--- config.mk ---
export PLATFORM = sky130hd
export DESIGN_NAME = time_keeper
export DESIGN_NICKNAME = d
export VERILOG_FILES = /design/src/rtl/time_keeper.sv
export SDC_FILE = /design/constraint.sdc
export NUM_CORES = 1
export LEC_CHECK = 0
export ABC_AREA = 1
export CAP_MARGIN = 10
export CORE_MARGIN = 4
export CORE_UTILIZATION = 40
export DETAILED_ROUTE_END_ITERATION = 8
export DONT_BUFFER_PORTS = 1
export GPL_TIMING_DRIVEN = 0
export PLACE_DENSITY_LB_ADDON = 0.2
export SLEW_MARGIN = 25
export SYNTH_ARGS = -nofsm -noshare
export SYNTH_HDL_FRONTEND = slang
export SYNTH_SLANG_ARGS = --single-unit
--- constraint.sdc ---
create_clock -name clk -period 1.7 [get_ports clk]
set_clock_uncertainty 0.15 [all_clocks]
set_input_delay 0.17 -clock clk [delete_from_list [all_inputs] [get_ports clk]]
set_output_delay 0.17 -clock clk [all_outputs]
set_load 0.1 [all_outputs]
--- src/rtl/time_keeper.sv ---
// 24-hour BCD clock with a one-second prescaler and a mode/inc
// button pair for setting hours and minutes.

module time_keeper_debounce #(
    parameter int CYCLES = 1_000_000
) (
    input  logic clk,
    input  logic reset,
    input  logic raw,
    output logic press
);

    localparam int CW = (CYCLES > 1) ? $clog2(CYCLES) : 1;
    localparam logic [CW-1:0] CNT_MAX = CW'(CYCLES - 1);

    logic          sync1;
    logic          sync2;
    logic          level;
    logic          level_q;
    logic [CW-1:0] cnt;

    always_ff @(posedge clk) begin
        if (!reset) begin
            sync1   <= 1'b0;
            sync2   <= 1'b0;
            level   <= 1'b0;
            level_q <= 1'b0;
            cnt     <= '0;
        end else begin
            sync1   <= raw;
            sync2   <= sync1;
            level_q <= level;
            // Any sample matching the accepted level restarts the count.
            if (sync2 != level) begin
                if (cnt == CNT_MAX) begin
                    level <= sync2;
                    cnt   <= '0;
                end else begin
                    cnt <= cnt + 1'b1;
                end
            end else begin
                cnt <= '0;
            end
        end
    end

    assign press = level & ~level_q;

endmodule

module time_keeper #(
    parameter int CLK_HZ          = 50_000_000,
    parameter int DEBOUNCE_CYCLES = 1_000_000
) (
    input  logic       clk,
    input  logic       reset,
    input  logic       btn_mode,
    input  logic       btn_inc,
    output logic [3:0] sec_ones,
    output logic [2:0] sec_tens,
    output logic [3:0] min_ones,
    output logic [2:0] min_tens,
    output logic [3:0] hr_ones,
    output logic [1:0] hr_tens,
    output logic [1:0] mode,
    output logic       tick
);

    localparam int PW = (CLK_HZ > 1) ? $clog2(CLK_HZ) : 1;
    localparam logic [PW-1:0] PRESC_MAX = PW'(CLK_HZ - 1);

    typedef enum logic [1:0] {
        RUN     = 2'b00,
        SET_HR  = 2'b01,
        SET_MIN = 2'b10
    } mode_t;

    mode_t         state;
    logic [PW-1:0] presc;
    logic          mode_ev;
    logic          inc_ev;

    time_keeper_debounce #(
        .CYCLES(DEBOUNCE_CYCLES)
    ) u_db_mode (
        .clk  (clk),
        .reset(reset),
        .raw  (btn_mode),
        .press(mode_ev)
    );

    time_keeper_debounce #(
        .CYCLES(DEBOUNCE_CYCLES)
    ) u_db_inc (
        .clk  (clk),
        .reset(reset),
        .raw  (btn_inc),
        .press(inc_ev)
    );

    logic       sec_wrap;
    logic       min_wrap;
    logic       hr_wrap;
    logic [3:0] sec_ones_n;
    logic [2:0] sec_tens_n;
    logic [3:0] min_ones_n;
    logic [2:0] min_tens_n;
    logic [3:0] hr_ones_n;
    logic [1:0] hr_tens_n;

    assign sec_wrap = (sec_ones == 4'd9) && (sec_tens == 3'd5);
    assign min_wrap = (min_ones == 4'd9) && (min_tens == 3'd5);
    assign hr_wrap  = (hr_ones == 4'd3) && (hr_tens == 2'd2);

    // Each *_n is the digit pair's own +1 value, wrapping within its range.
    always_comb begin
        sec_ones_n = sec_ones + 4'd1;
        sec_tens_n = sec_tens;
        if (sec_ones == 4'd9) begin
            sec_ones_n = 4'd0;
            sec_tens_n = (sec_tens == 3'd5) ? 3'd0 : sec_tens + 3'd1;
        end

        min_ones_n = min_ones + 4'd1;
        min_tens_n = min_tens;
        if (min_ones == 4'd9) begin
            min_ones_n = 4'd0;
            min_tens_n = (min_tens == 3'd5) ? 3'd0 : min_tens + 3'd1;
        end

        hr_ones_n = hr_ones + 4'd1;
        hr_tens_n = hr_tens;
        if (hr_wrap) begin
            hr_ones_n = 4'd0;
            hr_tens_n = 2'd0;
        end else if (hr_ones == 4'd9) begin
            hr_ones_n = 4'd0;
            hr_tens_n = hr_tens + 2'd1;
        end
    end

    always_ff @(posedge clk) begin
        if (!reset) begin
            state    <= RUN;
            presc    <= '0;
            tick     <= 1'b0;
            sec_ones <= 4'd0;
            sec_tens <= 3'd0;
            min_ones <= 4'd0;
            min_tens <= 3'd0;
            hr_ones  <= 4'd0;
            hr_tens  <= 2'd0;
        end else begin
            tick <= 1'b0;
            case (state)
                RUN: begin
                    if (mode_ev) begin
                        state    <= SET_HR;
                        presc    <= '0;
                        sec_ones <= 4'd0;
                        sec_tens <= 3'd0;
                    end else if (presc == PRESC_MAX) begin
                        presc    <= '0;
                        tick     <= 1'b1;
                        sec_ones <= sec_ones_n;
                        sec_tens <= sec_tens_n;
                        if (sec_wrap) begin
                            min_ones <= min_ones_n;
                            min_tens <= min_tens_n;
                        end
                        if (sec_wrap && min_wrap) begin
                            hr_ones <= hr_ones_n;
                            hr_tens <= hr_tens_n;
                        end
                    end else begin
                        presc <= presc + 1'b1;
                    end
                end
                SET_HR: begin
                    presc <= '0;
                    if (mode_ev) begin
                        state <= SET_MIN;
                    end else if (inc_ev) begin
                        hr_ones <= hr_ones_n;
                        hr_tens <= hr_tens_n;
                    end
                end
                SET_MIN: begin
                    presc <= '0;
                    if (mode_ev) begin
                        state <= RUN;
                    end else if (inc_ev) begin
                        min_ones <= min_ones_n;
                        min_tens <= min_tens_n;
                    end
                end
                default: begin
                    state <= RUN;
                    presc <= '0;
                end
            endcase
        end
    end

    assign mode = state;

endmodule

Word-level counts from Yosys, hierarchy flattened

Index checks and enable logic that the tools add are counted.

Add/subtract/negate cells: 9
$mul: 0
Div/mod/pow operators: 0
$lt $le $gt $ge: 0
Eq/ne operators: 25
Shift operators: 0
Mux-type cells: 43
Bitwise operators: 8
Reduce and logical (&&, ||, !) cells: 20

Operators with widths:

| cell                  | count |
|---|---|
| $mux 4                | 16 |
| $add 20x1->20 const B | 2 |
| $eq 20x20->1 const B  | 2 |
| $mux 3                | 11 |
| $add 26x1->26 const B | 1 |
| $eq 26x26->1 const B  | 1 |
| $ne 2x2->1 const B    | 11 |
| $mux 2                | 10 |
| $pmux 4 s2            | 2 |
| $add 4x1->4 const B   | 3 |
| $eq 4x4->1 const B    | 3 |
| $reduce_and 6->1      | 2 |
| $reduce_or 3->1       | 3 |
| $reduce_bool 2->1     | 4 |
| $add 3x1->3 const B   | 2 |
| $eq 3x3->1 const B    | 2 |
| $not 1->1             | 6 |
| $pmux 2 s3            | 1 |
| $pmux 3 s2            | 1 |
| $reduce_and 2->1      | 3 |
| $reduce_and 3->1      | 2 |
| $eq 2x2->1 const B    | 2 |
| $eq 4x2->1 const B    | 1 |
| $logic_and 1x1->1     | 4 |
| other kinds (8)       | 10 |

Bits in registers: 97
Latch bits: 0
Memory bits (writable): 0
Bits in read-only memories: 0
Input bits: 4
Output and inout port bits: 23
Logic and storage cells: 124
Memories kept: 0

Longest topological paths before layout

Gate-level depths: netlist of run 1.

Depth after elaboration: 7
Mapped depth: 14
Depth with buffers taken out: 14

Modules after synthesis

Synthesis of run 1 repeated with hierarchy kept, for this count alone.

Cells, all modules: 716
Area, all modules: 5,082.4 um^2

By module, submodules not included:

| module                            | instances | cells an instance | area an instance (um^2) | sequential area each (um^2) |
|---|---|---|---|---|
| time_keeper                       | 1         | 373               | 2,666.3                 | 980.9 |
| time_keeper_debounce at u_db_inc  | 1         | 171               | 1,233.7                 | 480.5 |
| time_keeper_debounce at u_db_mode | 1         | 172               | 1,182.4                 | 480.5 |

Worst setup path after synthesis of run 1

OpenSTA, ideal clock, no wires.

Kind: reg2reg
From: reg sec_ones[0]
To: reg hr_ones[0]
Setup time: 0.134 ns
Data arrival time: 2.177 ns
Required time: 1.416 ns
Setup slack: -0.760 ns
Stages on the path, launching flop included: 11
Path buffers: 0
Period minus slack after synthesis: 2.460 ns
Cell sequence: dfxtp_1 ha_1 nand2_1 nor2_1 inv_1 nor2_1 nor2_1 nor2_1 nand2_2 nand2_1 a21oi_1

Longest elaborated chain between the ends: 5

Ends and longest elaborated chain:

| element                           | RTL line | RTL |
|---|---|---|
| start, declared                   | 59       | `output logic [3:0] sec_ones,` |
| start signal, assigned            | 165      | `sec_ones <= sec_ones_n;` |
| $eq 4x4->1                        | 111      | `assign sec_wrap = (sec_ones == 4'd9) && (sec_tens == 3'd5);` |
| $logic_and 1x1->1                 | 111      |  |
| $logic_and 1x1->1                 | 171      | `if (sec_wrap && min_wrap) begin` |
| $ne 2x2->1 (no source line)       | --       |  |
| $reduce_and 6->1 (no source line) | --       |  |
| end signal, assigned              | 172      | `hr_ones <= hr_ones_n;` |
| end signal, assigned              | 184      | `hr_ones <= hr_ones_n;` |
| end, declared                     | 63       | `output logic [3:0] hr_ones,` |

No other way between the ends.
A chain may end at the register's enable or synchronous reset.

Final worst setup path of run 1

From: reg sec_ones[0]
To: reg hr_tens[1]

Longest elaborated chain between the ends: 5

Ends and longest elaborated chain:

| element                           | RTL line | RTL |
|---|---|---|
| $eq 4x4->1                        | 111      |  |
| $logic_and 1x1->1                 | 111      |  |
| $logic_and 1x1->1                 | 171      |  |
| $ne 2x2->1 (no source line)       | --       |  |
| $reduce_and 6->1 (no source line) | --       |  |
| end signal, assigned              | 173      | `hr_tens <= hr_tens_n;` |
| end signal, assigned              | 185      | `hr_tens <= hr_tens_n;` |
| end, declared                     | 64       | `output logic [1:0] hr_tens,` |

No other way between the ends.

==> impl_results.md, run 1 <==
- Status: complete, but fails checks
- Failing checks: setup timing
- Grt total ovfl: 0
- Height of the die: 118 microns
- Period utilisation layout: 113%
- WL/cell: 12.5 microns
- Area of the die: 0.0139 sq mm
- Post-synth ARST share: 0%
- Max Fclk: 522 MHz
- Final WL: 11.1 mm
- Area grow syn2layout: 33.0%
- Post-DP HPWL: 7.61 mm
- Initial Utilization: 41.7%
- Crit path capture type: flop
- Critical hold path startpoint: u_db_mode.sync1$_SDFF_PN0_
- Setup Crit Path Kind: reg -> reg
- Initial DRT Pass Iterations: 4
- Final WS setup: -214 ps
- Startpoint type of the worst setup path: flop
- Dpl cells: 831
- Syn Nets: 697
- I/O pin count: 27
- Syn Inst Count: 688
- Vias: 4514
- Post-synth EDFFs: 0
- Max Transition Viols Final: 0
- Die W: 118 microns
- Final Hold Vio Count: 0
- Global-route wire length before repair: 17.9 mm
- Arrival time worst endpoint: 1970 ps
- Site row count: 39
- Main synth FF type: dfxtp_1
- Max_slew headroom: 37.7%
- P per Cell Area: 700 mW/mm^2
- WP data required: 1760 ps
- # diodes: 0
- Initial antenna violation count: 0
- Root Buffer: clkbuf_16
- Final setup viols: 18
- Cell Area, Placed: 0.00509 sq mm
- Least-Margin Pin Slew: 933 ps
- Clock transition at the registers of the reported paths: 70 ps
- Post-synthesis instance area: 0.00484 sq mm
- Nets: 750
- Design Area, Final: 0.00644 sq mm
- Clock period minus worst slack: 1910 ps
- Top post-synthesis cells by area: dfxtp_1 40%, nand2_1 11%, nor2_1 7.7%
- Launch point of the worst path: sec_ones[0]$_SDFFE_PN0P_
- Clk sinks: 97
- Synthesis warning total: 0
- Largest net degree at the start of global routing: 16
- Count of different cell masters after synthesis: 38
- Clock latency on the worst-skew pair: 340 ps
- DR vias/cell: 5.08
- Post-synthesis sequential area ratio: 40.1%
- Layout cells sized above 1: 31.3%
- Post-synth top area share: 40.1%
- Final Non-Filler Cells: 888
- Peak supply drop: 0.452 mV
- Leakage: 0.00241 uW
- Core box area: 0.0116 sq mm
- RSZ-0062 raised after global routing: yes
- IO Port Bufs: 0
- Hold Crit Class: reg -> reg
- Setup WS pre-CTS: -345 ps
- CTS buffer count: 9
- GRT Total Usage: 15.4%
- Total of max-cap violations: 0
- Vias in the first global route: 4009
- H-Tree Depth: 3
- Area leader, netlist: dfxtp_1
- Starting DRT DRC Count: 183
- Syn avg cell area: 7.03 sq um
- Post-synthesis sequential element count: 97
- R2R Path Start: sec_ones[0]$_SDFFE_PN0P_
- Drt drc: 0
- Worst-path fanout max: 5
- Clock tree from TritonCTS: yes
- Final RePlAce weighted congestion: 0.865
- Worst-case clock buffer depth: 2
- Remaining antenna violation count after routing: 0
[cells by family (layout without fill, tap and decap cells)]
logic type / after synthesis / after routing / share of synthesized area (%)
simple gates: 391 / 391 / 38.3
buf+inv: 98 / 155 / 7.99
flops: 97 / 97 / 40.1
fa+ha+maj: 5 / 5 / 1.29
xor+xnor: 21 / 21 / 3.80
compound gates: 76 / 76 / 8.48
[worst max-delay path: stages, from the launching register on]
cell and delay (ps):
dfxtp_4 580, ha_4 200, nand2_4 50, nor2_4 110, inv_2 60, nor2_4 110
nand2_1 70, nand2_1 60, nand2_1 50, nor2_2 120, nand2_2 80, nand2_1 90
a21oi_2 50
[path summary, 6_finish.rpt]
check                                to  slack [ps]  cells past startpoint
max reg2reg     hr_tens[1]$_SDFFE_PN0P_        -210                     12
max             hr_tens[1]$_SDFFE_PN0P_        -210                     12
min          u_db_mode.sync2$_SDFF_PN0_         260                      2
min reg2reg  u_db_mode.sync2$_SDFF_PN0_         260                      2
[repair_timing]
action                     4_1_cts  5_1_grt
hold buffers                     3        0
pin swaps                       29       42
setup endpoints to repair       87       84
gates cloned                     0        2
hold endpoints to repair         6        0
setup buffers                   18       20
resized for setup               69      118
[placed cells by master (no fill, tap or decap), types with 4 or more instances in the layout]
cell type  count
nor3_2         4
nor3_1        25
inv_2         14
buf_8          4
buf_4         30
xor2_1        18
nand2_2       18
ha_4           4
nand2_4        5
nand3_4        7
nor3b_2        6
a21oi_1       35
inv_1         70
nor2_1        78
buf_6         10
dfxtp_1       60
clkbuf_16     10
nor2_2        13
nor3b_1        6
nor3_4         8
nor2_4        18
nand3_1       32
a21oi_2       14
inv_4          5
dfxtp_4       22
nand4_1       17
nand3_2        4
o21ai_1        5
o21ai_0       11
nand2_1      132
dfxtp_2       15
[state kept, by name (all words and copies together), names as in the netlist, 2 cells and up]
name / cells
mode: 2
presc: 26
hr_tens: 2
sec_ones: 4
sec_tens: 3
min_ones: 4
u_db_inc.cnt: 20
hr_ones: 4
u_db_mode.cnt: 20
min_tens: 3
[final cells by class]
cell class              instances  area [sq um]
inverters                      88           340
clock buffers                  10           229
plain buffers                  10           110
fillers                      1087          5170
well taps                     143           179
multi-input cells             493          3080
flip-flops and latches         97          2040
clock inverters                 5          80.1
repair buffers                 42           379
[stage by stage]
step | setup TNS [ps] | util (%) | hold WS [ps] | power [uW]
after floorplan | -1050 | - | 118 | 2380
after global placement | -13690 | 43.8 | 118 | 2400
after detailed placement | -16150 | 43.8 | 125 | 2400
after CTS | -2440 | 50.0 | 269 | 4540
after global routing | -6380 | 55.4 | 292 | 4680
final | -2160 | 55.4 | 265 | 4510
[layer usage]
layer	global-route usage, %	vias to the layer above	wire length (microns)
li1	-	2332	-
met1	19.1	2103	5070
met2	25.6	65	5440
met3	3.22	14	405
met4	7.25	0	228
met5	0	-	0
[cell usage after synthesis (2+ instances only)]
cell      instances
nand2_1         147
nor2_1           99
dfxtp_1          97
inv_1            81
a21oi_1          50
nand3_1          43
nor3_1           30
xor2_1           19
nand4_1          17
o21ai_0          13
nor3b_1          10
nand2_2           8
inv_2             7
buf_2             6
nor3_2            6
ha_1              5
nor2_2            5
nor2_4            5
o21ai_1           5
nor4_1            4
buf_4             3
o21a_1            3
or2_0             3
or2_2             3
a211oi_1          2
and3_1            2
nand4_2           2
nor3b_2           2
xnor2_1           2
[report_power, final]
part           total, uW  internal (uW)  switching, uW
clock network       2130           1280            848
logic                115           50.0           64.7
registers           2260           2250           11.2
total               4510           3580            924
(Power assumes the default switching activity.)
==> inputs of run 2 (changes only) <==
--- a/config.mk
+++ b/config.mk
@@ -7,8 +7,9 @@
 export LEC_CHECK = 0
 export ABC_AREA = 1
 export CAP_MARGIN = 10
-export CORE_MARGIN = 4
-export CORE_UTILIZATION = 40
+export CORE_MARGIN = 3
+export CORE_UTILIZATION = 45
+export CTS_BUF_LIST = sky130_fd_sc_hd__clkbuf_8 sky130_fd_sc_hd__clkbuf_16
 export DETAILED_ROUTE_END_ITERATION = 8
 export DONT_BUFFER_PORTS = 1
 export GPL_TIMING_DRIVEN = 0
==> impl_results.md, run 2 (synthesis gave the netlist of run 1 again) <==
- Largest net degree at the start of global routing: 16 (unchanged)
- Peak supply drop: 0.334 mV (-26%)
- Max Transition Viols Final: 0 (unchanged)
- Global-route wire length before repair: 18.7 mm (+4.0%)
- CP delay by family, top: flip-flops
- Nets: 754 (+0.53%)
- Final WS setup: -226 ps (-11.9 ps)
- Most frequent cells in the layout: 128 x nand2_1, 75 x nor2_1, 74 x inv_1
- WL/cell: 13.2 microns (+5.3%)
- Hold Crit Class: reg -> reg
- Area of the die: 0.0120 sq mm (-14%)
- Worst-case clock buffer depth: 2 (unchanged)
- WP data required: 1780 ps (+20 ps)
- Arrival time worst endpoint: 2010 ps (+40 ps)
- GRT Total Usage: 19.1% (+3.7 points)
- Starting DRT DRC Count: 166 (-9.3%)
- Root Buffer: clkbuf_8
- Final WL: 11.7 mm (+5.0%)
- Clock period minus worst slack: 1930 ps (+11.9 ps)
- Clk sinks: 97 (unchanged)
- Height of the die: 110 microns (-7.0%)
- Largest reg by FF count: presc
- RSZ-0062 raised after global routing: yes
- WP buf/inv: 4 (+3)
- DR vias/cell: 5.15 (+1.3%)
- Max Fclk: 519 MHz (-0.62%)
- CP Depth: 11 (-1)
- Period utilisation layout: 113% (+0.70 points)
- Die W: 110 microns (-7.0%)
- Drt drc: 0 (unchanged)
- Crit path capture type: flop
- Crit-path cells: inv_4 > ha_4 > nand2_4 > nor2_4 > inv_2 > nor2_4 > nor2_2 > inv_2 > buf_4 > nand4_1 > a21oi_1
- # diodes: 0 (unchanged)
- Startpoint type of the worst setup path: flop
- Initial Utilization: 46.7% (+5.0 points)
- Core box area: 0.0104 sq mm (-11%)
- Max_slew headroom: 37.7% (about the same)
- Status: complete, but fails checks
- Critical hold path startpoint: u_db_mode.sync1$_SDFF_PN0_
- R2R Path Start: sec_ones[1]$_SDFFE_PN0P_
- Top flop regs: presc (26), u_db_inc.cnt (20), u_db_mode.cnt (20)
- Final Non-Filler Cells: 886 (-0.23%)
- CTS buffer count: 9 (unchanged)
- Area grow syn2layout: 29.8%
- Worst hold endpoint: u_db_mode.sync2$_SDFF_PN0_
- Setup Crit Path Kind: reg -> reg
- Clock transition at the registers of the reported paths: 90 ps (+20 ps)
- Least-Margin Pin Slew: 934 ps (+0.214 ps)
- Vias in the first global route: 4207 (+4.9%)
- IO Port Bufs: 0 (unchanged)
- Worst Hold Depth: 2 (unchanged)
- Post-DP HPWL: 7.50 mm (-1.4%)
- Final setup viols: 24 (+6)
- Clock tree from TritonCTS: yes
- Layout cells sized above 1: 32.9% (+1.7 points)
- H-Tree Depth: 3 (unchanged)
- P per Cell Area: 598 mW/mm^2 (-15%)
- Remaining antenna violation count after routing: 0 (unchanged)
- Final Hold Vio Count: 0 (unchanged)
- Grt total ovfl: 0 (unchanged)
- Worst-path fanout max: 4 (-1)
- Vias: 4564 (+1.1%)
- Slowest cell on crit path: dfxtp_4
- Initial DRT Pass Iterations: 5 (+1)
- I/O pin count: 27 (unchanged)
- Final RePlAce weighted congestion: 0.831 (-3.9%)
- Max reg flops: 26 (unchanged)
- Dpl cells: 824 (-0.84%)
- Most common cell after layout, fill and taps aside: nand2_1
- Tot Pwr: 3760 uW (-17%)
- Clock latency on the worst-skew pair: 370 ps (+30 ps)
- CP peak stage delay: 580 ps (about the same)
- R2R depth: 11 (-1)
- Initial antenna violation count: 0 (unchanged)
- Site row count: 37 (-5.1%)
- Failing checks: setup timing
- Reg2Reg Capture Point: min_ones[3]$_SDFFE_PN0P_
- Leakage: 0.00237 uW (-1.7%)
- Setup slack, reg-to-reg: -230 ps (about the same)
- Total of max-cap violations: 0 (unchanged)
[run 2: timing repair]
item,4_1_cts,5_1_grt
gates cloned,0,3
hold buffers,3,0
gates resized for setup,76,121
pin swaps,19,38
setup endpoints to repair,77,86
hold endpoints to repair,10,0
setup buffers,16,25
[run 2: where the power goes]
group          switching [uW]  leakage (uW)  internal [uW]
clock network             802     0.0000975            555
registers                11.0      0.000813           2260
logic                    71.5       0.00146           62.1
[run 2: area by class of cell]
cell class / count / area, sq um
fillers: 961 / 4090
multi-input cells: 493 / 3050
flip-flops and latches: 97 / 2050
repair buffers: 46 / 397
inverters: 88 / 340
well taps: 136 / 170
clock buffers: 10 / 138
plain buffers: 10 / 103
clock inverters: 6 / 31.3
[run 2: tightest hold or removal path, cell delays in order, from the launching register on]
cell and delay (ps):
dfxtp_1 310, nand2_1 50, inv_1 30
[run 2: stage by stage]
| stage | worst slack (ps) | setup TNS, ps | util, % | hold slack [ps] | instance area (sq um) |
|---|---|---|---|---|---|
| 6_report | -226 | -2870 | 60.6 | 276 | 6280 |
| 5_1_grt | -364 | -5940 | 60.6 | 292 | 6280 |
| 4_1_cts | -247 | -2660 | 54.5 | 270 | 5660 |
| 3_5_place_dp | -345 | -14450 | 49.0 | 124 | 5080 |
| 3_3_place_gp | -336 | -13030 | 49.0 | 118 | 5080 |
| 2_1_floorplan | -91.6 | -1050 | - | 118 | 4910 |
[run 2: worst max path at each step]
stage                     slack (ps)                      from                        to
after global placement          -340  sec_ones[0]$_SDFFE_PN0P_   hr_ones[3]$_SDFFE_PN0P_
after floorplan                  -90  sec_ones[1]$_SDFFE_PN0P_  min_ones[2]$_SDFFE_PN0P_
final                           -230  sec_ones[1]$_SDFFE_PN0P_  min_ones[3]$_SDFFE_PN0P_
after CTS                       -250  sec_ones[1]$_SDFFE_PN0P_  min_ones[3]$_SDFFE_PN0P_
after global routing            -360  sec_ones[0]$_SDFFE_PN0P_  min_ones[0]$_SDFFE_PN0P_
after detailed placement        -340  sec_ones[0]$_SDFFE_PN0P_  min_ones[3]$_SDFFE_PN0P_
[run 2: layer usage]
layer	wire (microns)	global-route usage, %	up-vias
met4	257	7.03	0
met2	5790	32.6	97
met1	5160	24.2	2107
met3	501	3.29	22
met5	0	0	-
li1	-	-	2338
